## src/rtl/mem_wb_pipe.sv

```systemverilog
// MEM/WB pipeline stage: two-entry (main + skid) buffer with flush, gated
// register-file write enable, writeback data select and a retired-beat counter.
module mem_wb_pipe #(
    parameter int DATA_W = 32,
    parameter int REG_AW = 5,
    parameter int CNT_W  = 16
) (
    input  logic              Clk,
    input  logic              Reset,
    input  logic              Flush,
    input  logic              M_Valid,
    output logic              M_Ready,
    input  logic [DATA_W-1:0] M_Dout,
    input  logic [DATA_W-1:0] M_ALUout,
    input  logic              M_Overflow,
    input  logic [REG_AW-1:0] M_Rw,
    input  logic              M_RegWr,
    input  logic              M_MemtoReg,
    input  logic              W_Stall,
    output logic              W_Valid,
    output logic [DATA_W-1:0] W_Dout,
    output logic [DATA_W-1:0] W_ALUout,
    output logic              W_Overflow,
    output logic              W_RegWr,
    output logic              W_MemtoReg,
    output logic [REG_AW-1:0] W_Rw,
    output logic [DATA_W-1:0] W_WrData,
    output logic              W_WrEn,
    output logic [CNT_W-1:0]  W_RetireCnt
);

    localparam int ENT_W = 2 * DATA_W + REG_AW + 3;

    // Handshake: a beat moves upstream->stage when M_Valid & M_Ready on a falling
    // edge, and stage->writeback when W_Valid & ~W_Stall. M_Ready is registered
    // (NOT skid valid) so W_Stall never reaches it combinationally.

    logic [ENT_W-1:0] main_q, main_d;
    logic [ENT_W-1:0] skid_q, skid_d;
    logic             main_valid_q, main_valid_d;
    logic             skid_valid_q, skid_valid_d;
    logic [CNT_W-1:0] cnt_q, cnt_d;
    logic [ENT_W-1:0] in_beat;
    logic             accept;
    logic             consume;

    assign in_beat = {M_Dout, M_ALUout, M_Overflow, M_Rw, M_RegWr, M_MemtoReg};
    assign M_Ready = ~skid_valid_q;
    assign W_Valid = main_valid_q;
    assign accept  = M_Valid & M_Ready;
    assign consume = main_valid_q & ~W_Stall;

    always_comb begin
        main_d       = main_q;
        skid_d       = skid_q;
        main_valid_d = main_valid_q;
        skid_valid_d = skid_valid_q;
        cnt_d        = cnt_q;
        if (Flush) begin
            main_d       = '0;
            skid_d       = '0;
            main_valid_d = 1'b0;
            skid_valid_d = 1'b0;
        end else begin
            if (consume) begin
                cnt_d = cnt_q + CNT_W'(1);
            end
            if (!main_valid_q) begin
                if (accept) begin
                    main_d       = in_beat;
                    main_valid_d = 1'b1;
                end
            end else if (consume) begin
                // Skid entry is always older than any incoming beat.
                if (skid_valid_q) begin
                    main_d       = skid_q;
                    skid_valid_d = 1'b0;
                end else if (accept) begin
                    main_d = in_beat;
                end else begin
                    main_valid_d = 1'b0;
                end
            end else if (accept) begin
                skid_d       = in_beat;
                skid_valid_d = 1'b1;
            end
        end
    end

    always_ff @(negedge Clk or posedge Reset) begin
        if (Reset) begin
            main_q       <= '0;
            skid_q       <= '0;
            main_valid_q <= 1'b0;
            skid_valid_q <= 1'b0;
            cnt_q        <= '0;
        end else begin
            main_q       <= main_d;
            skid_q       <= skid_d;
            main_valid_q <= main_valid_d;
            skid_valid_q <= skid_valid_d;
            cnt_q        <= cnt_d;
        end
    end

    assign {W_Dout, W_ALUout, W_Overflow, W_Rw, W_RegWr, W_MemtoReg} = main_q;

    assign W_WrData    = W_MemtoReg ? W_Dout : W_ALUout;
    assign W_WrEn      = main_valid_q & W_RegWr & ~W_Overflow & (W_Rw != '0);
    assign W_RetireCnt = cnt_q;

endmodule

```

## config.mk

```make
export PLATFORM = sky130hd
export DESIGN_NAME = mem_wb_pipe
export DESIGN_NICKNAME = d
export VERILOG_FILES = /design/src/rtl/mem_wb_pipe.sv
export SDC_FILE = /design/constraint.sdc
export NUM_CORES = 1
export LEC_CHECK = 0
export CORE_MARGIN = 2
export CORE_UTILIZATION = 25
export CTS_BUF_LIST = sky130_fd_sc_hd__clkbuf_16
export DETAILED_ROUTE_END_ITERATION = 16
export GPL_TIMING_DRIVEN = 0
export SKIP_CTS_REPAIR_TIMING = 1
export SYNTH_ARGS = -nofsm -noshare
export SYNTH_HDL_FRONTEND = slang
export SYNTH_SLANG_ARGS = --single-unit
```

## constraint.sdc

```tcl
create_clock -name Clk -period 5.4 [get_ports Clk]
set_clock_uncertainty 0.05 [all_clocks]
set_input_delay 1.08 -clock Clk [delete_from_list [all_inputs] [get_ports Clk]]
set_output_delay 1.08 -clock Clk [all_outputs]
set_load 0.005 [all_outputs]
```

==> run summary <==
The run finished, with violations left. The final reports fail on negative setup slack. The ratio of routed vias to standard cells came out at 5.085. In the synthesized netlist, the number of instances is between 600 and 700. The area of the placeable core is 29,870 sq um. The static power due to leakage is 5.010 nW. Hold is met by ~0.38 ns. The clock-pin slew on the worst setup and hold paths came out at 0.05 ns. The fraction of synthesis flops using an asynchronous set or reset pin is 100.0%. After detailed routing, the number of remaining DRC violations is 0. The commonest cells after synthesis are dfrtn_1, a22o_1, nand2_1.

The die outline width is 178.7 microns. The via count of the first global-routing pass was 6,765. The floorplan has 63 rows. The maximum vdd drop is ~0.00021 V. The Yosys step of the flow raised 0 warnings.

In the post-route analysis, the smallest setup slack over all paths is -0.2243 ns. The final setup violation count is 30. The arrival time of the worst setup path is 4.49 ns. The net count after synthesis came out at ~770. The critical path capture point type is an output pin.

Along the worst hold path, the cell count comes to 1. The type of the setup path with the least slack is register to output pin. dfrtn_1 takes more of the synthesized area than any other cell.

The synthesized netlist devotes 1.722% of its cell area to XOR and XNOR gates. The fraction of synthesized cell area taken by the top area cell type is around 53%. The maximum number of buffers from clock root to sink came out at 2. The number of buffers added on ports is between 150 and 200.

TritonCTS built the clock tree. The post-synthesis instance area came out at 7629 sq um. Setup repair after global routing could not meet its margin everywhere.

The number of top-level pins came out at 200. The number of fillers in the final layout is 2,957. The multi-input combinational cells in the finished layout cover a total of 3401 sq um. Counting flops with a built-in enable in the synthesized netlist gives 0.

The number of nets in the layout is 1,017. The largest net degree at the start of global routing came out at 42. The overall die height is roughly 180 microns. The first detailed-routing pass took 5 iterations. The share of cells above drive strength 1 came out at 17.54%. The synthesis-to-layout area growth is 48.40%. The number of hold violations in the final report came out at 0.

The most frequently used flop master after synthesis is dfrtn_1. The wire length per cell is 20.71 microns. The proportion of synthesized chip area in sequential cells came out at 53.14%. The average size of a mapped cell came out at 11.07 sq um. The largest fanout on the critical path is 7. The detail route stage leaves a number of antenna-violating nets equal to 0. The first global-routing pass estimated 41,260 microns of wire. The post-synthesis register bit count came out at 162. Dividing total power by cell area gives a power density of slightly below 300 nW/um^2. The share of the synthesized area in compound gates (AO/OA/AOI/OAI) is 29.57%. The relative slew slack came out at between 50% and 60%.

The most common cell in the synthesized netlist is dfrtn_1. The CTS sink count is about 160. The startpoint kind of the worst setup timing path is a register. The level count of the clock H-tree came out at 4. The detailed-placement wirelength estimate is between 15,000 and 20,000 microns.

The number of different library cells used by synthesis comes to 34. The total detailed-routing wirelength came out at 27,830 microns. Across the whole layout, storage elements account for 4054 sq um. Clock tree synthesis selected as its root buffer the cell clkbuf_16. The tool flagged a number of max-cap violations equal to 0. The total global-route track usage is 17.17%. The die covers about 32,000 sq um. The total clock buffers created by CTS is 17. The number of DRC markers after the initial detailed-route iteration is 372. The number of cells on the worst reg-to-reg path came out at 8. By area, the combinational part of the netlist is dominated by compound AO/OA/AOI/OAI gates.

The number of antenna violations at the first check in global routing was 2. The starting density of the core is between 20% and 30%. After Yosys synthesis, and, or, nand and nor cells account for 6.610% of the synthesized area. The routability congestion estimate from global placement came out at ~0.8. At the worst endpoint, the required time is 4.27 ns. The type of the most critical hold path is register to register. The clock latency on the worst-skew pair is a little over 0.4 ns. The area share of fa/ha/maj cells after synthesis is 0.1640%. After routing the design area is 11,320 sq um.

The transition time at the pin with the least slew margin came out at 0.6935 ns. After global routing the overflow that remains totals 0. The max-slew violation total from the final report was 0. The post-synthesis mux area share came out at 4.871%. The total number of vias is 6,834. The cell area after placement is 10,180 sq um. Sorting the synthesized cells by area gives the leading types as dfrtn_1, a22o_1, a32o_1.
==> cell families (layout without fill, tap and decap cells) <==
group / Yosys count / in the layout
AO/OA/AOI/OAI: 292 / 292
flip-flops: 162 / 162
AND/OR/NAND/NOR: 111 / 111
buffers and inverters: 75 / 338
multiplexers: 33 / 33
XOR/XNOR: 15 / 15
adder cells (fa/ha/maj): 1 / 1
other: 0 / 2
==> placed cells by master, fill, tap and decap left out, types with 3 or more instances in the layout <==
cell / instances
nor2_1: 7
o21ai_0: 49
a21oi_1: 23
clkdlybuf4s50_1: 165
nand2_1: 81
inv_1: 4
buf_4: 9
buf_8: 3
xor2_1: 9
dfrtn_1: 162
inv_8: 5
buf_6: 29
o21bai_1: 21
buf_2: 11
inv_6: 4
a32o_1: 50
mux2_4: 30
clkbuf_16: 19
clkinv_8: 3
nor3_1: 4
buf_12: 11
o22ai_1: 22
a22o_1: 122
nand3_1: 3
clkbuf_2: 28
mux2_2: 3
clkbuf_1: 38
xnor2_1: 6
==> state kept, by name, indices dropped and copies added, names as in the netlist <==
signal	count
W_RetireCnt	16
W_Valid	1
main_q	72
skid_q	72
skid_valid_q	1
==> metrics by stage <==
| stage | power (mW) | util, % | setup TNS, ns | std cells | worst slack [ns] |
|---|---|---|---|---|---|
| 2_1_floorplan | 1.646 | - | -59.72 | 689 | -0.3686 |
| 3_3_place_gp | 2.008 | 33.82 | -415.80 | 1277 | -1.923 |
| 3_5_place_dp | 2.023 | 34.08 | -110.47 | 1281 | -0.8715 |
| 4_1_cts | 3.301 | 36.13 | -64.98 | 1313 | -1.313 |
| 5_1_grt | 3.503 | 37.89 | -5.559 | 1344 | -0.2669 |
| 6_report | 3.359 | 37.89 | -4.346 | 1344 | -0.2243 |
==> layer usage <==
metal	track usage, %	share of wire [%]	vias to the layer above
met5	0	0	-
li1	-	-	3134
met1	22.92	45	3414
met3	4.368	5.8	46
met4	6.572	2.9	0
met2	26.72	46	240
==> final cells by class <==
type	count	area share (%)
Sequential cell	162	35.81
Multi-Input combinational cell	452	30.04
Timing Repair Buffer	231	21.01
Tap cell	390	4.310
Clock buffer	17	3.758
Buffer	69	3.150
Clock inverter	15	1.647
Inverter	6	0.2321
Antenna cell	2	0.04421
==> critical path, cell delays in order (launching register included) <==
cell and delay, ns:
dfrtn_1 0.46, buf_12 0.16, buf_12 0.11, buf_6 0.09
clkbuf_16 0.13, mux2_2 0.32, clkbuf_2 0.12
==> power breakdown <==
part	internal (mW)	leakage, nW	total, mW	switching (mW)
sequential	1.30	2.18	1.38	0.0850
combinational	0.404	2.53	0.704	0.300
clock	0.669	0.297	1.27	0.601
==> worst paths after layout <==
kind                                 start  slack (ns)               to
max                              main_q[0]       -0.22     W_WrData[11]
min                        W_RetireCnt[15]        0.38  W_RetireCnt[15]
max reg2reg                        W_Valid        3.24        main_q[3]
min reg2reg                W_RetireCnt[15]        0.38  W_RetireCnt[15]
max in group asynchronous            Reset        0.70       main_q[47]
min in group asynchronous            Reset        3.67  W_RetireCnt[11]
Power figures use the tool's default switching activity.
